File: src/rtl/seq_det_prog.sv
// seq_det_prog: run-time programmable serial pattern detector (shift/compare + fill counter).
// Optional match counter enabled by defining SEQ_DET_CNT_EN.
module seq_det_prog #(
   parameter int MAX_LEN = 16,
   parameter logic [MAX_LEN-1:0] DEF_PATTERN = MAX_LEN'('h12),
   parameter int DEF_LEN = 5,
   parameter bit DEF_OVERLAP = 1'b1,
   parameter int CNT_W = 16,
   localparam int LW = $clog2(MAX_LEN+1)
) (
   input  logic               clk,
   input  logic               rst,
   input  logic               seq_data,
   input  logic               seq_valid,
   input  logic               cfg_load,
   input  logic [MAX_LEN-1:0] cfg_pattern,
   input  logic [LW-1:0]      cfg_len,
   input  logic               cfg_overlap,
   input  logic               cnt_clr,
   output logic               seq_det,
   output logic [CNT_W-1:0]   match_cnt
);
   logic [MAX_LEN-1:0] pattern, hist, cand, mask;
   logic [LW-1:0]      len, fill, new_len;
   logic [LW:0]        fill_p1;
   logic               overlap, match;
   logic [1:0]         unused_bits;

   // cand is the history including the incoming bit; len = MAX_LEN shifts the mask to all ones
   always_comb begin
      cand    = {hist[MAX_LEN-2:0], seq_data};
      mask    = ~({MAX_LEN{1'b1}} << len);
      fill_p1 = {1'b0, fill} + (LW+1)'(1);
      new_len = (cfg_len > LW'(MAX_LEN)) ? LW'(MAX_LEN) : cfg_len;
      match   = seq_valid && !cfg_load && (len != '0) && (fill_p1 >= {1'b0, len})
                && (((cand ^ pattern) & mask) == '0);
   end

   always_ff @(posedge clk or posedge rst) begin
      if (rst) begin
         pattern <= DEF_PATTERN;
         len     <= LW'(DEF_LEN);
         overlap <= DEF_OVERLAP;
         hist    <= '0;
         fill    <= '0;
         seq_det <= 1'b0;
      end else if (cfg_load) begin
         pattern <= cfg_pattern;
         len     <= new_len;
         overlap <= cfg_overlap;
         hist    <= '0;
         fill    <= '0;
         seq_det <= 1'b0;
      end else begin
         seq_det <= match;
         if (seq_valid) begin
            hist <= cand;
            fill <= (match && !overlap) ? '0 : (fill == len) ? fill : fill_p1[LW-1:0];
         end
      end
   end

`ifdef SEQ_DET_CNT_EN
   logic [CNT_W-1:0] cnt;
   always_ff @(posedge clk or posedge rst) begin
      if (rst) cnt <= '0;
      else if (cnt_clr) cnt <= '0;
      else if (match && cnt != '1) cnt <= cnt + CNT_W'(1);
   end
   assign match_cnt   = cnt;
   assign unused_bits = {1'b0, hist[MAX_LEN-1]};
`else
   assign match_cnt   = '0;
   assign unused_bits = {cnt_clr, hist[MAX_LEN-1]};
`endif
endmodule

File: config.mk
export PLATFORM = sky130hd
export DESIGN_NAME = seq_det_prog
export DESIGN_NICKNAME = d
export VERILOG_FILES = /design/src/rtl/seq_det_prog.sv
export SDC_FILE = /design/constraint.sdc
export NUM_CORES = 1
export LEC_CHECK = 0
export CORE_MARGIN = 3
export CORE_UTILIZATION = 30
export CTS_BUF_LIST = sky130_fd_sc_hd__clkbuf_8
export DETAILED_ROUTE_END_ITERATION = 8
export SLEW_MARGIN = 20
export SYNTH_ARGS = -nofsm -noshare
export SYNTH_HDL_FRONTEND = slang
export SYNTH_SLANG_ARGS = --single-unit
File: constraint.sdc
create_clock -name clk -period 1.9 [get_ports clk]
set_input_delay 0.475 -clock clk [delete_from_list [all_inputs] [get_ports clk]]
set_output_delay 0.475 -clock clk [all_outputs]
set_load 0.005 [all_outputs]
# After elaboration in Yosys (flattened, before gate mapping)
# Cells that the tools add are included.
# Widths: inputs -> output; s select.
# totals
regBits	43
output_inout_bits	17
elab_cells	34
# classes
add_sub_neg	1
n_lt_le_gt_ge	2
eq_ne	2
n_shift	1
n_mux	8
bitwise	3
reduce_logical	11
# ops
op	count
$mux 15	2
$mux 5	5
$and 16x16->16	1
$logic_not 16->1	1
$not 16->16	1
$shl 16x5->16 const A	1
$xor 16x16->16	1
$add 5x1->6 const B	1
$ge 6x5->1	1
$eq 5x5->1	1
$gt 5x5->1 const B	1
$logic_and 1x1->1	5
$reduce_bool 5->1	1
$ne 3x3->1 const B	1
$logic_not 1->1	2
$reduce_and 2->1	1
$reduce_bool 2->1	1
$mux 1	1

# Logic depth before layout (Yosys ltp)
# depth
word_depth	9
ltp_mapped	9
ltp_nobuf	9

# Least setup slack after synthesis
# Ideal clock, no wire load.
# synth_path
path_kind	register to register
startpoint	reg fill[2]
endpoint	reg fill[2]
arrival_time_ns	1.826
t_required_ns	1.812
path_slack_ns	-0.013
path_stages_with_launch	9
path_buffers	0
synth_period_minus_slack_ns	1.913
cell_sequence	dfrtp_1 > and3_1 > xor2_1 > ha_1 > o21a_1 > a211o_1 > o211ai_2 > o22ai_1 > o211ai_1
# synth_via
elab_chain_cells	8
# synth_lines
item	line	rtl
start, declared	24	logic [LW-1:0] len, fill, new_len;
start signal, assigned	58	fill <= (match && !overlap) ? '0 : (fill == len) ? fill : fill_p1[LW-1:0];
$add 5x1->6	33	fill_p1 = {1'b0, fill} + (LW+1)'(1);
$ge 6x5->1	35	match = seq_valid && !cfg_load && (len != '0) && (fill_p1 >= {1'b0, len})
$logic_and 1x1->1	35	
$logic_and 1x1->1	36	&& (((cand ^ pattern) & mask) == '0);
$logic_and 1x1->1	58	
$mux 5	58	
$mux 5	56	if (seq_valid) begin
$mux 5	47	end else if (cfg_load) begin
# Parallel ways exist; a longest one is shown, timed or not. The select of a mux whose other input is x is not followed.
# A chain may end at the register's enable or synchronous reset.

# Worst setup path after layout
# layout_path
startpoint	reg fill[0]
endpoint	reg fill[3]
# The elaborated chain is that of the path after synthesis.

==> flow_metrics.env <==
export IMPL_synthFlopType="dfrtp_1"
export IMPL_max_clock_freq_mhz=483
export IMPL_antenna_found_initial=0
export IMPL_syn_area_per_cell_um2=10.3
export IMPL_nets=328
export IMPL_slew_headroom_pct=63.5
export IMPL_h_tree_depth=2
export IMPL_gp_congestion=0.797
export IMPL_ir_worst_vdd_uv=334
export IMPL_grt_pass1_wl_um=8650
export IMPL_synth_compound_area_share_pct=10.6
export IMPL_cpPeakStageDelay_ps=410
export IMPL_finalMaxSlewViolations=0
export IMPL_num_io_pins=45
export IMPL_io_buffer_count=27
export IMPL_cts_root_buf="clkbuf_8"
export IMPL_rows=32
export IMPL_drtIter0Drc=78
export IMPL_failed_checks="setup timing"
export IMPL_insertion_delay_ps=300
export IMPL_viasPerCell=4.57
export IMPL_remaining_drc_errors=0
export IMPL_setup_ws_ps=-170
export IMPL_cts_tree="built"
export IMPL_finalCritPeriodShare_pct=109
export IMPL_synthMuxAreaShare_pct=13.1
export IMPL_hpwl_um=3620
export IMPL_crit_type="reg -> reg"
export IMPL_grt_pass1_vias=1765
export IMPL_start_util_pct=31.7
export IMPL_design_area_mm2=0.00315
export IMPL_cts_path_max_buffers=2
export IMPL_crit_path_start_kind="register"
export IMPL_ys_ff_latch=43
export IMPL_syn_to_final_growth_pct=25.5
export IMPL_synthXorXnorAreaFrac_pct=8.01
export IMPL_synth_top_area_cell="dfrtp_1"
export IMPL_p_leak_nw=1.42
export IMPL_tightest_slew_ps=547
export IMPL_drive_gt1_share_pct=23.1
export IMPL_multi_input_area_mm2=0.00131
export IMPL_grt_start_max_net_pins=53
export IMPL_grt_setup_unrepaired="yes"
export IMPL_crit_slowest_cell="dfrtp_1"
export IMPL_seqCellArea_mm2=0.00108
export IMPL_synth_top_family_by_area="multiplexers"
export IMPL_pre_cts_ws_ps=-253
export IMPL_cp_buffers_inverters=1
export IMPL_min_path_type="reg -> reg"
export IMPL_synth_edf_count=0
export IMPL_final_hold_violation_count=0
export IMPL_numCtsBuffers=5
export IMPL_final_min_clock_period_ps=2070
export IMPL_cp_top_family="compound AO/OA/AOI/OAI gates"
export IMPL_ys_types=44
export IMPL_drv_cap=0
export IMPL_n_antenna_cell=0
export IMPL_critPathRequiredTime_ps=2120
export IMPL_synth_simple_gate_area_share_pct=13.0
export IMPL_end_kind="register"
export IMPL_path_cells="buf_4 > and3_4 > xor2_1 > ha_1 > o21a_1 > a211o_1 > o211ai_4 > o22ai_2 > o211ai_1"
export IMPL_coreArea_mm2=0.00793
export IMPL_synth_area_leaders="dfrtp_1 (38%), mux2i_1 (6.0%), xnor2_1 (5.9%), dfstp_2 (5.2%), buf_4 (4.8%)"
export IMPL_synth_warnings=0
export IMPL_wl_per_cell_um=13.0
export IMPL_grt_total_usage_pct=11.1
export IMPL_die_x_um=97.5
export IMPL_fillers=779
export IMPL_grt_ovfl_total=0
export IMPL_chipHeight_um=97.5
export IMPL_vias=1815
export IMPL_yosysTopAreaCellShare_pct=37.8
export IMPL_seq_area_frac_synth_pct=43.1
export IMPL_place_area_mm2=0.00298
export IMPL_power_density_mw_per_mm2=695
export IMPL_syn_inst=245
export IMPL_die_area_mm2=0.00951
export IMPL_cp_max_fo=7
export IMPL_synthArstFlopShare_pct=100
export IMPL_status="finished with violations"
export IMPL_setup_violations=6
export IMPL_clkSlewWorstSetupHoldPaths_ps=90
export IMPL_wl_um=5140
export IMPL_skew_ps=5.35
export IMPL_clkSinkCount=43
export IMPL_synthAdderAreaFrac_pct=2.99
export IMPL_firstDrtPassIters=4
export IMPL_syn_cell_area_mm2=0.00251
export IMPL_antenna_left=0
export IMPL_arrival_ps=2290
## worst paths after layout
path	startpoint	slack, ps	to	cells past startpoint
hold reg to reg	len[0]$_DFFE_PP1P_	510	len[0]$_DFFE_PP1P_	2
setup / recovery	fill[0]$_DFFE_PP0P_	-170	fill[3]$_DFFE_PP0P_	9
hold / removal	len[0]$_DFFE_PP1P_	510	len[0]$_DFFE_PP1P_	2
setup reg to reg	fill[0]$_DFFE_PP0P_	-170	fill[3]$_DFFE_PP0P_	9
min in group asynchronous	rst	540	pattern[13]$_DFFE_PP0P_	3
max in group asynchronous	rst	1090	pattern[1]$_DFFE_PP1P_	3
## metal layers
| metal | vias to the layer above | track usage [%] | share of wire, % |
|---|---|---|---|
| li1 | 913 | - | - |
| met3 | 9 | 2.73 | 3.9 |
| met4 | 0 | 3.83 | 1.4 |
| met2 | 38 | 16.9 | 46 |
| met5 | - | 0 | 0 |
| met1 | 855 | 15.4 | 49 |
## logic make-up (layout without fill, tap and decap cells)
family                   after synthesis  count (layout)
multiplexers                          31              31
AND/OR/NAND/NOR                       65              65
AO/OA/AOI/OAI                         40              40
adder cells (fa/ha/maj)                6               6
buffers and inverters                 36              71
flip-flops                            43              43
XOR/XNOR                              23              23
other                                  1              16
## sequential cells by signal (all words and copies together) (netlist names)
signal   cells
overlap      1
len          5
seq_det      1
hist        15
fill         5
pattern     16
## synth_stat cells (all sizes together), types with 2 or more instances
cell type / n
o21ai: 9
nand2b: 4
nor3: 2
nor2: 32
a211o: 2
nand2: 12
nand3: 2
dfrtp: 38
nor3b: 3
nand4: 2
clkbuf: 6
and3: 5
o22ai: 9
ha: 6
buf: 23
inv: 7
o211ai: 4
mux2: 16
xnor2: 17
mux2i: 15
dfstp: 5
xor2: 6
a21oi: 8
## report_power, final
group	switching [W]	total, W	internal [W]	leakage (nW)
registers	0.0000535	0.00103	0.000977	0.545
logic	0.000234	0.000498	0.000264	0.827
clock network	0.000331	0.000663	0.000331	0.0505
## layout by cell type (no fill, tap or decap), drive strengths merged, types with 8 or more instances in the layout
cell           Yosys  routed
a21oi              8       8
buf               23      30
clkdlybuf4s50      0      26
conb               1      16
dfrtp             38      38
mux2              16      16
mux2i             15      15
nand2             12      12
nor2              32      32
o21ai              9       9
o22ai              9       9
xnor2             17      17
## worst register-to-register path, cell delays in order, from the launching register on
cell and delay (ps):
dfrtp_1 410, buf_4 140, and3_4 150, xor2_1 140, ha_1 270, o21a_1 180
a211o_1 330, o211ai_4 160, o22ai_2 140, o211ai_1 80
## final cells by class
type	count	area share [%]
timing repair buffer	56	16.1
inverter	7	0.833
tap	102	4.05
multi-input combinational	181	41.4
clock inverter	1	0.238
clock buffer	7	3.05
sequential	43	34.3
## stage by stage
| stage | util (%) | total power, W | setup TNS, ps | instances | hold WS [ps] |
|---|---|---|---|---|---|
| 6_report | 39.8 | 0.00219 | -910 | 397 | 513 |
| 5_1_grt | 39.8 | 0.00231 | -1520 | 397 | 542 |
| 4_1_cts | 39.5 | 0.00220 | -622 | 396 | 517 |
| 3_5_place_dp | 37.6 | 0.00152 | -1260 | 385 | 494 |
| 3_3_place_gp | 37.6 | 0.00151 | -1070 | 385 | 496 |
| 2_1_floorplan | - | 0.00136 | 0 | 260 | 466 |
## repair_timing
action                                  4_1_cts  5_1_grt
buffers inserted                              3        1
resized for setup                             4        3
endpoints found under the setup margin        6        6
hold buffers                                  0        0
pin swaps                                     8        3
(Power assumes the default switching activity.)
